<file path="config.mk">
export PLATFORM = sky130hd
export DESIGN_NAME = nor3_sweep_controller
export DESIGN_NICKNAME = d
export VERILOG_FILES = /design/src/rtl/nor3_sweep_controller.sv
export SDC_FILE = /design/constraint.sdc
export NUM_CORES = 1
export LEC_CHECK = 0
export CORE_MARGIN = 8
export CORE_UTILIZATION = 49
export CTS_BUF_LIST = sky130_fd_sc_hd__clkbuf_16
export CTS_CLUSTER_SIZE = 20
export DETAILED_ROUTE_END_ITERATION = 6
export GPL_TIMING_DRIVEN = 1
export HOLD_SLACK_MARGIN = 0.03
export PLACE_DENSITY = 0.76
export SLEW_MARGIN = 20
export SYNTH_ARGS = -nofsm -noshare
export SYNTH_HDL_FRONTEND = slang
export SYNTH_SLANG_ARGS = --single-unit
</file>
<file path="constraint.sdc">
create_clock -name clk -period 1.82 [get_ports clk]
set_clock_uncertainty 0.15 [all_clocks]
set_input_delay 0.182 -clock clk [delete_from_list [all_inputs] [get_ports clk]]
set_output_delay 0.182 -clock clk [all_outputs]
set_load 0.005 [all_outputs]
</file>
<file path="src/rtl/nor3_sweep_controller.sv">
// nor3_sweep_controller
// Sweeps all eight {a,b,c} patterns onto a 3-input NOR gate under test.
// For each pattern it waits SETTLE_CYCLES, samples d_in once, and compares
// the sample against the expected NOR value. Results are the error count
// and the first failing pattern, held in DONE until the next start.
module nor3_sweep_controller #(
  parameter int SETTLE_CYCLES = 4
) (
  input  logic       clk,
  input  logic       rst_n,
  input  logic       start,
  input  logic       d_in,
  output logic       a,
  output logic       b,
  output logic       c,
  output logic       exp_d,
  output logic       busy,
  output logic       done,
  output logic       pass,
  output logic [3:0] err_count,
  output logic [2:0] fail_pattern
);

  typedef enum logic [1:0] {
    S_IDLE   = 2'd0,
    S_SETTLE = 2'd1,
    S_SAMPLE = 2'd2,
    S_DONE   = 2'd3
  } state_t;

  // Last settle count before sampling; SETTLE_CYCLES must lie in 1..15.
  localparam logic [3:0] SETTLE_LAST = 4'(SETTLE_CYCLES - 1);

  state_t      state;
  state_t      state_nxt;
  logic [2:0]  pattern;
  logic [3:0]  settle_cnt;
  logic        launch;
  logic        mismatch;

  function automatic logic nor3(input logic [2:0] p);
    return ~(|p);
  endfunction

  // Gate inputs come straight from the pattern register.
  assign a = pattern[2];
  assign b = pattern[1];
  assign c = pattern[0];

  // State register.
  always_ff @(posedge clk) begin
    if (!rst_n) state <= S_IDLE;
    else        state <= state_nxt;
  end

  // Next-state logic; start is only honoured in IDLE and DONE.
  always_comb begin
    state_nxt = state;
    case (state)
      S_IDLE:   if (start) state_nxt = S_SETTLE;
      S_SETTLE: if (settle_cnt == SETTLE_LAST) state_nxt = S_SAMPLE;
      S_SAMPLE: state_nxt = (pattern == 3'd7) ? S_DONE : S_SETTLE;
      S_DONE:   if (start) state_nxt = S_SETTLE;
      default:  state_nxt = S_IDLE;
    endcase
  end

  // Status outputs and the per-cycle compare decode.
  always_comb begin
    busy     = (state == S_SETTLE) || (state == S_SAMPLE);
    done     = (state == S_DONE);
    pass     = done && (err_count == 4'd0);
    exp_d    = nor3({a, b, c});
    launch   = start && ((state == S_IDLE) || (state == S_DONE));
    mismatch = (state == S_SAMPLE) && (d_in != exp_d);
  end

  // Pattern stepping, settle timer and result capture.
  always_ff @(posedge clk) begin
    if (!rst_n || launch) begin
      pattern      <= 3'd0;
      settle_cnt   <= 4'd0;
      err_count    <= 4'd0;
      fail_pattern <= 3'd0;
    end else begin
      case (state)
        S_SETTLE: settle_cnt <= settle_cnt + 4'd1;
        S_SAMPLE: begin
          if (mismatch) begin
            err_count <= err_count + 4'd1;
            if (err_count == 4'd0) fail_pattern <= pattern;
          end
          // Pattern 7 is held through DONE; the counter never wraps.
          if (pattern != 3'd7) begin
            pattern    <= pattern + 3'd1;
            settle_cnt <= 4'd0;
          end
        end
        default: ;
      endcase
    end
  end

endmodule

</file>
* Word-level counts from Yosys, hierarchy flattened
Index checks and enable logic that the tools add are counted.
** Operators by class
- $add $sub $neg :: 3
- Equal/unequal tests :: 10
- Multiplexer cells :: 6
- Bitwise logic cells :: 1
- Reductions and logical operators :: 17
** Operators by type and width (count)
- 4-bit by 1-bit adder with 4-bit output (second input constant) :: 2
- 4-bit one-hot mux with 2 select lines :: 1
- 2-bit AND reduction :: 4
- 2-bit two-way mux :: 3
- 2-bit one-hot mux with 3 select lines :: 1
- 2-bit equality test (second input constant) :: 2
- 4-bit by 2-bit equality test with 1-bit output (second input constant) :: 1
- 4-bit zero test :: 1
- 4-bit two-way mux :: 1
- 2-bit by 1-bit != test with 1-bit output (second input constant) :: 2
- 3-bit by 1-bit adder with 3-bit output (second input constant) :: 1
- 3-bit equality test (second input constant) :: 1
- 1-bit logical AND :: 3
- 1-bit logical OR :: 3
- 3-bit != test (second input constant) :: 1
- 3-bit AND reduction :: 1
- 3-bit OR reduction :: 1
- 2-bit by 1-bit equality test with 1-bit output (second input constant) :: 1
- 2-bit zero test :: 1
- 2-bit != test (second input constant) :: 1
- 2-bit nonzero test :: 1
- 2-bit OR reduction :: 1
- 1-bit zero test :: 1
- 1-bit != test :: 1
- 1-bit NOT :: 1
** Word-level totals
- Register bits after elaboration :: 16
- Bits of input ports :: 4
- Output and inout bits :: 14
- Logic and storage cells :: 42

* Longest topological paths before layout
- Depth in word-level cells :: 5
- Gate-level depth with buffers :: 7
- Mapped depth without buffers :: 6

* Worst setup path before layout
OpenSTA, ideal clock, no wires.
- Kind :: reg2reg
- Start point :: reg pattern[0]
- End point :: reg fail_pattern[2]
- Library setup time :: 0.116 ns
- Arrival :: 1.387 ns
- Data required time :: 1.554 ns
- Setup slack :: 0.167 ns
- Stages on the path, launching flop included :: 8
- Path buffers :: 1
- Clock period less this slack :: 1.653 ns
- Path through :: dfxtp_1 -> inv_1 -> ha_1 -> and2b_4 -> o21ai_2 -> buf_6 -> a21oi_1 -> a41o_2
** On the way
- Word-level cells in the longest chain between the ends :: 5
** RTL lines
- from (decl) :: line 36 : logic [2:0] pattern;
- from (signal assigned) :: line 95 : pattern <= pattern + 3'd1;
- 3-bit OR reduction :: line 42 : return ~(|p);
- 1-bit NOT :: line 42
- net exp_d :: line 16 : output logic exp_d,
- 1-bit != test :: line 75 : mismatch = (state == S_SAMPLE) && (d_in != exp_d);
- 1-bit logical AND :: line 75
- 3-bit AND reduction (no source line)
- to (signal assigned) :: line 91 : if (err_count == 4'd0) fail_pattern <= pattern;
- to (decl) :: line 21 : output logic [2:0] fail_pattern
The timed path passes the listed nets, and every way through them passes these cells.
A chain may end at the register's enable or synchronous reset.

* Worst setup path after layout
- Start point :: reg err_count[0]
- End point :: out pass
** On the way
- Word-level cells in the longest chain between the ends :: 2
** RTL lines
- from (decl) :: line 20 : output logic [3:0] err_count,
- from (signal assigned) :: line 90 : err_count <= err_count + 4'd1;
- 4-bit zero test :: line 72 : pass = done && (err_count == 4'd0);
- 1-bit logical AND :: line 72
- to (decl) :: line 19 : output logic pass,
No other way between the ends.

==> key figures <==
Critical path
  • Req. time, crit path: about 1.5 ns
  • Worst-case reg-to-reg path depth: 7
  • Internal reg-to-reg setup slack: approximately 0.16 ns
  • Crit-path max cell delay: between 0.3 and 0.4 ns
  • Arrival time at the worst endpoint: approximately 1.4 ns
  • Crit-path cells: inv_1 > ha_1 > nor3b_4 > and2_1 > dlygate4sd2_1
  • Slowest cell on the critical path: dfxtp_1
  • Crit Reg-Reg Endpoint: fail_pattern[1]
  • Type of the worst setup path: register to primary output
  • CP Max Fanout: 2
  • Worst r2r src: pattern[1]
  • CP Capture Type: primary output
  • Crit start category: register

Drt
  • Vias: 760
  • Drt first-iter violations: 12
  • Post-route ant nets: 0
  • Post-DR wirelength/cell: 13.0 um
  • DRC Markers: 0
  • DRT Wirelength: around 1.9 mm
  • Vias per inst: 5.14
  • Drt pass-1 iters: 4

Timing
  • Worst-Margin Slew: 0.427 ns
  • RSZ-0062 raised after global routing: no
  • Fin. Hold Viols: 0
  • Final setup viols: 0
  • Slew HR: about 70%
  • Setup TNS Final: 0 ns
  • Max-slew violations: 0
  • Tmin final: 1.70 ns
  • Fin worst setup slack: roughly 0.12 ns
  • Fmax: 589 MHz
  • Final worst-path cycle share: just over 90%

Place
  • Hpwl dp: roughly 1.4 mm
  • DP Worst Slack: 0.00187 ns
  • Placed Cells: 143
  • Instance area at placement: approximately 1100 um^2
  • RePlAce Congestion: roughly 0.73
  • Buffers on Ports: 17

Pwr
  • Comb pwr share: around 40%
  • Switching share of power: 31.8%
  • Reg power frac: 30.6%
  • Net Sw Power: between 0.4 and 0.5 mW
  • Clock power share: 30.4%
  • LEAKAGE: ~0.54 nW
  • VDD IR-drop max: between 1 and 1.5 mV
  • Power Internal: ~0.96 mW
  • PwrDens: around 1100 nW/um^2

Global route
  • First-pass GRT wire length: roughly 3.3 mm
  • Gr usage total: 12.0%
  • Vias in the first global route: approximately 760
  • Largest net degree at the start of global routing: 12
  • GR Overflow Total: 0
  • Initial antenna violation count: 0

Synthesis
  • Asr flop ratio synth: 0%
  • Post-Syn Instances: between 90 and 100
  • Ranking of synthesized cells by area: dfxtp_1, ha_1, nand2_1, nor2_1, mux2i_1
  • Seq/Total Area, Yosys: roughly a third
  • Post-synth top cells: dfxtp_1, nand2_1, nor2_1
  • Area leader, netlist: dfxtp_1
  • Share of the synthesized area in the top cell type: 35.2%
  • Synthesized cell area: ~910 um^2
  • Yosys warnings: 0
  • Most used DFF post-synth: dfxtp_1
  • Netlist cell types: 30
  • #FFs+latches synth: 16
  • Syn Nets: between 100 and 150
  • Synth Area per Inst: approximately 9.4 um^2
  • Most frequent cell after synthesis: dfxtp_1
  • Post-synth EDFFs: 0

Finish
  • Ant diodes: 0
  • Final std cell area, no fill: around 1200 um^2
  • Fin util: between 70% and 80%
  • Nets@finish: 138
  • Post-route insts no fill: 148
  • Layout cell share with drive strength beyond 1: approximately 20%
  • P&R area growth vs syn: 36.5%

Die
  • Site Rows: 15
  • Die Y: 59.1 um
  • DIE WIDTH: 59.1 um
  • Die area: approximately 3500 um^2
  • Core Region: 1750 um^2
  • I/O pin total: 18
  • Initial Util: a little over half

Min path
  • Worst Hold End: settle_cnt[2]
  • Hold depth: 1
  • Min-delay worst type: register to register
  • Hold path startpoint: settle_cnt[2]

CTS
  • Reg clk slew, reported paths: ~0.050 ns
  • Worst skew pair latency: between 0.2 and 0.25 ns
  • Root Buffer Master: clkbuf_16
  • CTS tree: done
  • CTS Sinks: 16
  • H-tree depth: 1
  • CTS max path bufs: 2
  • Cts bufs inserted: 3
  • Hold buffer count at cts: 0

Run status
  • Status: finished, final reports clean

Flow run
  • Max Cap Viol: 0
[power by group through the flow]
stage	Clock (mW)	Combinational, mW	Sequential, mW
global placement	0	0.517	0.426
global route	0.453	0.620	0.435
CTS	0.434	0.549	0.430
floorplan	0	0.358	0.421
detailed placement	0	0.530	0.427
finish	0.427	0.547	0.430
[final cells by class]
class	count	area, um^2
clock buffers	3	75.1
clock inverters	1	3.75
fillers	142	504
inverters	9	33.8
multi-input cells	71	559
flip-flops and latches	16	327
well taps	25	31.3
repair buffers	23	211
[how the worst max path moves through the flow]
stage | slack, ns | end | start
6_report | 0.12 | pass | err_count[0]
5_1_grt | 0.07 | fail_pattern[1] | state[0]
4_1_cts | 0.12 | pass | err_count[0]
3_5_place_dp | 0.002 | pass | err_count[1]
3_3_place_gp | 0.06 | pass | err_count[0]
2_1_floorplan | 0.17 | fail_pattern[2] | pattern[0]
[per-layer routing]
metal / routed length, um / share of wire (%) / GRT usage, %
met1: 883 / 46 / 13.2
met2: 948 / 49 / 21.2
met3: 84 / 4.4 / 4.12
met4: 10 / 0.52 / 3.07
met5: 0 / 0 / 0
[worst max-delay path, delay by kind of cell (launching register included)]
kind | cells | cell delay (ns)
adders and majority gates | 1 | 0.18
buffers and inverters | 2 | 0.31
DFF | 1 | 0.33
and+or+nand+nor | 2 | 0.30
[cells by family after synthesis]
kind of cell,Yosys count,share of synthesized area (%)
AND/OR/NAND/NOR,35,20.9
AO/OA/AOI/OAI,20,18.8
flip-flops,16,35.2
buffers and inverters,10,4.95
adder cells (fa/ha/maj),10,13.8
multiplexers,4,4.40
XOR/XNOR,2,1.93
[cells in the final DEF, fill, tap and decap left out, types with 2 or more instances in the layout]
cell / instances
dlygate4sd2_1: 3
dfxtp_2: 2
a21oi_1: 7
a311oi_1: 2
a41o_1: 2
dfxtp_1: 13
nand2_1: 12
nand4_1: 2
clkbuf_16: 3
inv_1: 9
buf_4: 6
mux2i_1: 4
xnor2_1: 2
nor2_1: 12
ha_1: 8
clkdlybuf4s50_1: 14
[registers in the layout (all words and copies together) (netlist names)]
name and cells:
err_count 4, fail_pattern 3, pattern 3, settle_cnt 4, state 2
[per-stage QoR]
| stage | hold slack (ns) | power [mW] |
|---|---|---|
| after global routing | 0.375 | 1.51 |
| after CTS | 0.359 | 1.41 |
| after global placement | 0.324 | 0.943 |
| final | 0.358 | 1.40 |
| after floorplan | 0.164 | 0.779 |
| after detailed placement | 0.351 | 0.957 |
[timing repair]
item                       4_1_cts  5_1_grt
gates resized for setup          9        0
setup buffers                    1        0
setup endpoints to repair        4        0
Note: power is estimated with default switching activity, not from simulation.
